<file path="config.mk">
export PLATFORM = sky130hd
export DESIGN_NAME = button_debouncer
export DESIGN_NICKNAME = d
export VERILOG_FILES = /design/src/rtl/button_debouncer.sv
export SDC_FILE = /design/constraint.sdc
export NUM_CORES = 1
export LEC_CHECK = 0
export ABC_AREA = 0
export ABC_CLOCK_PERIOD_IN_PS = 2800
export CAP_MARGIN = 20
export CORE_MARGIN = 2
export CORE_UTILIZATION = 44
export DETAILED_ROUTE_END_ITERATION = 10
export DONT_BUFFER_PORTS = 1
export SLEW_MARGIN = 20
export SYNTH_ARGS = -nofsm -noshare
export SYNTH_HDL_FRONTEND = slang
export SYNTH_SLANG_ARGS = --single-unit
</file>
<file path="constraint.sdc">
create_clock -name clk -period 2.8 [get_ports clk]
set_input_delay 0.42 -clock clk [delete_from_list [all_inputs] [get_ports clk]]
set_output_delay 0.42 -clock clk [all_outputs]
set_load 0.02 [all_outputs]
</file>
<file path="src/rtl/button_debouncer.sv">
// button_debouncer
//
// Conditions three raw push-button pins (prev, pause, next) for the
// song-selection controller. Each button is synchronised, debounced and turned
// into clean one-cycle press/release pulses. Buttons enabled in REPEAT_MASK
// also emit auto-repeat press pulses while held. All buttons share one clock
// and are otherwise fully independent.
//
// Ports
//   clk          system clock
//   rst          synchronous, active-high reset
//   btn_raw[2:0] asynchronous bouncy pin levels, [0]=prev [1]=pause [2]=next
//   btn_level    debounced level
//   btn_press    one-cycle pulse on debounced rise, OR'd with auto-repeat pulses
//   btn_release  one-cycle pulse on debounced fall
//
// Repeat FSM (one per button)
//   state     | meaning
//   ST_IDLE   | button released, or repeat disabled for this button
//   ST_DELAY  | held; timing the initial delay up to the first repeat
//   ST_REPEAT | held; emitting a repeat pulse every REPEAT_PERIOD cycles

module button_debouncer #(
  parameter int unsigned DEBOUNCE_CYCLES = 2_000_000,
  parameter int unsigned REPEAT_DELAY    = 50_000_000,
  parameter int unsigned REPEAT_PERIOD   = 10_000_000,
  parameter logic [2:0]  REPEAT_MASK     = 3'b101
) (
  input  logic       clk,
  input  logic       rst,
  input  logic [2:0] btn_raw,
  output logic [2:0] btn_level,
  output logic [2:0] btn_press,
  output logic [2:0] btn_release
);

  localparam int unsigned RPT_MAX =
    (REPEAT_DELAY > REPEAT_PERIOD) ? REPEAT_DELAY : REPEAT_PERIOD;

  // Guard the degenerate widths so a 1-bit counter is still declared.
  localparam int DB_W  = (DEBOUNCE_CYCLES > 2) ? $clog2(DEBOUNCE_CYCLES) : 1;
  localparam int TMR_W = (RPT_MAX > 2) ? $clog2(RPT_MAX) : 1;

  localparam logic [DB_W-1:0]  DB_LAST     = DB_W'(DEBOUNCE_CYCLES - 1);
  localparam logic [TMR_W-1:0] DELAY_LAST  = TMR_W'(REPEAT_DELAY - 1);
  localparam logic [TMR_W-1:0] PERIOD_LAST = TMR_W'(REPEAT_PERIOD - 1);
  localparam logic [DB_W-1:0]  DB_SAT      = '1;
  localparam logic [TMR_W-1:0] TMR_SAT     = '1;

  typedef enum logic [1:0] {
    ST_IDLE   = 2'd0,
    ST_DELAY  = 2'd1,
    ST_REPEAT = 2'd2
  } rpt_state_t;

  // Two-flop synchroniser; only sync_s2 is used downstream.
  logic [2:0] sync_s1;
  logic [2:0] sync_s2;

  always_ff @(posedge clk) begin
    if (rst) begin
      sync_s1 <= '0;
      sync_s2 <= '0;
    end else begin
      sync_s1 <= btn_raw;
      sync_s2 <= sync_s1;
    end
  end

  for (genvar i = 0; i < 3; i++) begin : g_btn
    logic [DB_W-1:0]  db_cnt;
    logic             level_q;
    logic             press_q;
    logic             release_q;
    rpt_state_t       state;
    logic [TMR_W-1:0] timer;

    logic differs;
    logic flip;
    logic rise;
    logic fall;
    logic rpt_fire;

    assign differs = sync_s2[i] ^ level_q;
    // The level flips on the DEBOUNCE_CYCLES-th consecutive differing cycle.
    assign flip    = differs && (db_cnt == DB_LAST);
    assign rise    = flip &  sync_s2[i];
    assign fall    = flip & ~sync_s2[i];

    // A debounced fall wins over a repeat that would land on the same cycle.
    assign rpt_fire = ~fall &
                      (((state == ST_DELAY)  && (timer == DELAY_LAST)) ||
                       ((state == ST_REPEAT) && (timer == PERIOD_LAST)));

    // Debounce counter, debounced level and registered edge pulses.
    always_ff @(posedge clk) begin
      if (rst) begin
        db_cnt    <= '0;
        level_q   <= 1'b0;
        press_q   <= 1'b0;
        release_q <= 1'b0;
      end else begin
        if (!differs || flip) begin
          db_cnt <= '0;
        end else if (db_cnt != DB_SAT) begin
          db_cnt <= db_cnt + 1'b1;
        end

        if (flip) begin
          level_q <= sync_s2[i];
        end

        press_q   <= rise | rpt_fire;
        release_q <= fall;
      end
    end

    // Auto-repeat FSM. Masked-off buttons never leave ST_IDLE.
    always_ff @(posedge clk) begin
      if (rst) begin
        state <= ST_IDLE;
        timer <= '0;
      end else if (fall) begin
        state <= ST_IDLE;
        timer <= '0;
      end else begin
        case (state)
          ST_IDLE: begin
            timer <= '0;
            if (rise && REPEAT_MASK[i]) begin
              state <= ST_DELAY;
            end
          end

          ST_DELAY: begin
            if (timer == DELAY_LAST) begin
              timer <= '0;
              state <= ST_REPEAT;
            end else if (timer != TMR_SAT) begin
              timer <= timer + 1'b1;
            end
          end

          ST_REPEAT: begin
            if (timer == PERIOD_LAST) begin
              timer <= '0;
            end else if (timer != TMR_SAT) begin
              timer <= timer + 1'b1;
            end
          end

          default: begin
            state <= ST_IDLE;
            timer <= '0;
          end
        endcase
      end
    end

    assign btn_level[i]   = level_q;
    assign btn_press[i]   = press_q;
    assign btn_release[i] = release_q;
  end

endmodule

</file>
# [Yosys cells after proc, flatten, opt, wreduce, memory -nomap -nowiden]
# Index checks and enable logic that the tools add are counted.
[totals] regBits=162 input_bits=5
[classes] addsub=6 eq_ne=26 mux=20 bitwise_logic=24 reduce_logical=31
[ops] cell="26-bit two-way mux" n=9
[ops] cell="26-bit one-hot mux with 2 select lines" n=3
[ops] cell="26-bit by 1-bit adder with 26-bit output (second input constant)" n=3
[ops] cell="26-bit by 24-bit == test with 1-bit output (second input constant)" n=3
[ops] cell="26-bit == test (second input constant)" n=3
[ops] cell="26-bit != test (second input constant)" n=3
[ops] cell="21-bit by 1-bit adder with 21-bit output (second input constant)" n=3
[ops] cell="21-bit == test (second input constant)" n=3
[ops] cell="21-bit != test (second input constant)" n=3
[ops] cell="2-bit OR reduction" n=7
[ops] cell="2-bit one-hot mux with 3 select lines" n=2
[ops] cell="2-bit two-way mux" n=5
[ops] cell="1-bit AND" n=9
[ops] cell="1-bit logical AND" n=9
[ops] cell="1-bit NOT" n=9
[ops] cell="2-bit by 1-bit == test with 1-bit output (second input constant)" n=3
[ops] cell="2-bit == test (second input constant)" n=3
[ops] cell="2-bit logical NOT" n=3
[ops] cell="1-bit logical OR" n=6
[ops] cell="2-bit by 1-bit != test with 1-bit output (second input constant)" n=3
[ops] cell="3-bit AND reduction" n=2
[ops] cell="2-bit != test (second input constant)" n=2
[ops] cell="2-bit one-hot mux with 2 select lines" n=1
[ops] cell="1-bit logical NOT" n=3
[ops] cell="other kinds (3)" n=7

# [Logic depth before layout (Yosys ltp)]
[depth] depth_word=6 depth_mapped=8

# [Worst setup path before layout]
# No wires, ideal clock.
[synth_path] path_kind="reg-to-reg" startpoint="register g_btn[0].db_cnt[0]" endpoint="register g_btn[0].timer[6]" setup_ns=0.115 arrival_ns=1.820 t_required_ns=2.685 slack_ns=0.866 stages_incl_launch_ff=9 path_buffers=2 synth_period_minus_slack_ns=1.934 cell_sequence="dfxtp_1 -> ha_1 -> nand3_2 -> nor4_4 -> a41o_2 -> a211o_1 -> buf_6 -> buf_6 -> nor2_1"
[synth_between] elab_chain_len=4
[synth_lines] item="start, declared" line="71" rtl="logic [DB_W-1:0] db_cnt;"
[synth_lines] item="start signal, assigned" line="106" rtl="db_cnt <= db_cnt + 1'b1;"
[synth_lines] item="21-bit == test" line="86" rtl="assign flip = differs && (db_cnt == DB_LAST);"
[synth_lines] item="1-bit logical AND" line="86"
[synth_lines] item="1-bit AND" line="88" rtl="assign fall = flip & ~sync_s2[i];"
[synth_lines] item="2-bit OR reduction (no source line)"
[synth_lines] item="end signal, assigned" line="140" rtl="timer <= timer + 1'b1;"
[synth_lines] item="end signal, assigned" line="148" rtl="timer <= timer + 1'b1;"
[synth_lines] item="end, declared" line="76" rtl="logic [TMR_W-1:0] timer;"
# Every way passes these cells.
# A chain may end at the register's enable or synchronous reset.

# [Worst setup path in the final report]
[layout_path] startpoint="register g_btn[2].db_cnt[0]" endpoint="register g_btn[2].db_cnt[16]"
[layout_between] elab_chain_len=4 elab_cells_between_ends=6 classes_between="add/sub: 1; eq/ne: 2; reduce/logical: 3"
[layout_lines] item="start, declared" line="71"
[layout_lines] item="start signal, assigned" line="106"
[layout_lines] item="parallel branches: the longest is 4 deep, another holds 21-bit by 1-bit adder with 21-bit output"
# Parallel ways; which one is timed is not known.

==> run metrics <==
initial antenna violation count=1; DR WL met3=523 um; CTS tree=yes; Mapped Avg Cell Area=8.55 um2; Routed Antenna Nets=0; CTS max path bufs=2; count of final max-slew check failures=0; final hold violations=0; fin crit period=2.29 ns; Resized cells post-CTS=0; Die H=129 um; Worst Tran Pin Value=0.905 ns; power density cells=550 nW/um2; Peak supply drop=0.485 mV; Post-synth top flop=dfxtp_1; EDFF count, synth=0; net count after synthesis=822; kind of critical path=register to register; detail-routed via count per cell=5.60; #FFs+latches synth=134; area post-placement=6930 um2; Worst slew margin=39.2%; status=finished, final reports clean; Core Box Area=15300 um2; CTS sink count=134; hold-critical path depth=1; fin nets=804; Reg2Reg Depth=7; Final Skew=0.00643 ns; FF-to-FF Start=g_btn[2].db_cnt[0]; Max Cap Viol=0; post-synthesis sequential area ratio=38.9%; max layer used=met4; GRT Total Usage=18.3%; setup violators final=0; drt wl/cell=14.4 um; most frequent cells after synthesis=dfxtp_1 (134), nor2_1 (109), xnor2_1 (57); most frequent cell after synthesis=dfxtp_1; Die Area=16700 um2; later-pin clock latency in the skew report=0.42 ns; CTS root buf=clkbuf_16; flop-to-flop setup slack=0.51 ns; cell taking the most area after synthesis=dfxtp_1; # IOs=14; Hold Path Class=input port to register; synthesized area=6890 um2; Yosys warnings=0; CP Capture Type=register; Worst EP arrival=2.55 ns; Slowest cell on crit path=nor4_1; Cells after Synth=806; Worst-path clk slew=0.06 ns; period utilization=82.0%; IO Port Bufs=0; htree depth=4; area growth from synthesis to layout=9.09%; RePlAce Congestion=0.789; Leakage=2.25 nW; Max FO, Critical Path=21; Setup Fix Bufs, Post-CTS=0; top cells by area, synth=dfxtp_1 (39%), xnor2_1 (7.2%), nor2_1 (5.9%), nand4_1 (3.3%), a21oi_1 (3.2%); via count=5672; critical path cell sequence=ha_1 > nand3_1 > nor4_1 > and2_1 > or3_1 > buf_4 > a311oi_1; total gr overflow=0; Peak Freq=436 MHz; final wirelength=14500 um; Final WS setup=0.505 ns; r2r endpoint=g_btn[2].db_cnt[16]; Critical Path Max Stage Delay=0.56 ns; RSZ-0062 raised after global routing=false; Starting Density=45.2%; Hold Crit Start=rst; Worst EP required=3.06 ns; share of cells above drive strength 1=7.74%; vias in the first global route=5404; Async S/R FF share, synth=0%; cts bufs inserted=17; Detail Placement HPWL=10000 um; DRC viols=0; Detailed Route Iter0 Violations=352; num rows=45; die width=129 um; hold_buf cts=0; Final Cell Area=7520 um2; first-pass GRT wire length=24900 um; Unique masters post-synth=64; Setup WS pre-CTS=0.542 ns; drt first pass iters=5; met2 wire len=6850 um; CP Launch Type=register; WHS Endpoint=sync_s1[0]; met1 wire length=6970 um; largest net degree at the start of global routing=27; final setup TNS=0 ns; proportion of netlist area held by the largest area contributor=38.9%
==> per-layer routing <==
layer  vias up  GRT usage (%)
li1       2898              -
met1      2669           22.6
met2        86           30.5
met3        19           5.08
met4         0           7.10
met5         -              0
==> final cells by class <==
class                   count  area, um2
diodes                      1       2.50
fillers                  1446       7740
well taps                 211        264
inverters                  22       82.6
repair buffers              6       45.0
clock buffers              24        492
clock inverters             8       96.3
multi-input cells         607       3860
flip-flops and latches    134       2680
==> worst max path at each step <==
stage,startpoint,to,slack [ns],cells after the start
6_report,g_btn[2].db_cnt[0],g_btn[2].db_cnt[16],0.51,7
5_1_grt,g_btn[2].db_cnt[0],g_btn[2].db_cnt[16],0.30,7
4_1_cts,g_btn[2].db_cnt[0],g_btn[2].db_cnt[16],0.51,7
3_5_place_dp,g_btn[2].db_cnt[0],g_btn[2].db_cnt[16],0.54,7
3_3_place_gp,g_btn[2].db_cnt[0],g_btn[2].db_cnt[16],0.57,7
2_1_floorplan,g_btn[0].db_cnt[0],g_btn[0].timer[6],0.87,8
==> worst max-delay path, delay by kind of cell, from the launching register on <==
family / cells / cell delay (ns)
buffers and inverters: 1 / 0.23
adders and majority gates: 1 / 0.20
DFF: 1 / 0.39
AOI/OAI and AO/OA: 1 / 0.07
and+or+nand+nor: 4 / 1.24
==> flip-flops by register name, indices dropped and copies added, names as in the netlist <==
register / cells
g_btn.press_q: 3
g_btn.db_cnt: 63
sync_s1: 3
sync_s2: 3
g_btn.timer: 52
g_btn.level_q: 3
g_btn.state: 4
g_btn.release_q: 3
==> logic make-up (layout without fill, tap and decap cells) <==
group / count (synthesis) / count (layout) / share of synthesized area [%]
adders and majority gates: 11 / 11 / 2.00
muxes: 5 / 5 / 0.726
and+or+nand+nor: 379 / 379 / 30.4
buffers and inverters: 65 / 60 / 5.15
AOI/OAI and AO/OA: 135 / 135 / 13.0
DFF: 134 / 134 / 38.9
other: 0 / 1 / 0
xor gates and xnor gates: 77 / 77 / 9.78
==> cells in the final DEF (no fill, tap or decap), types with 11 or more instances in the layout <==
cell       count
nor2_1       109
o21ai_0       18
nand2_1       42
clkbuf_16     17
xor2_1        20
a211oi_1      15
inv_1         22
a21oi_1       44
a31oi_1       12
nand4_1       36
and4_1        16
dfxtp_1      134
ha_1          11
and3_1        19
xnor2_1       57
nor3_1        28
or3_1         14
nand3_1       41
==> metrics by stage <==
step | hold WS, ns | total power, mW | util (%) | instances
3_5_place_dp | 0.446 | 1.98 | 45.4 | 980
2_1_floorplan | 0.414 | 1.98 | - | 806
3_3_place_gp | 0.423 | 1.98 | 45.4 | 980
4_1_cts | 0.0540 | 4.19 | 49.3 | 1012
6_report | 0.0730 | 4.14 | 49.3 | 1013
5_1_grt | 0.0415 | 4.29 | 49.3 | 1012
==> power by group <==
part	internal, mW	switching (mW)	leakage (nW)
registers	1.91	0.00403	1.08
logic	0.00935	0.0139	0.875
clock network	1.40	0.800	0.290
total	3.32	0.818	2.25
Note: power is estimated with default switching activity, not from simulation.
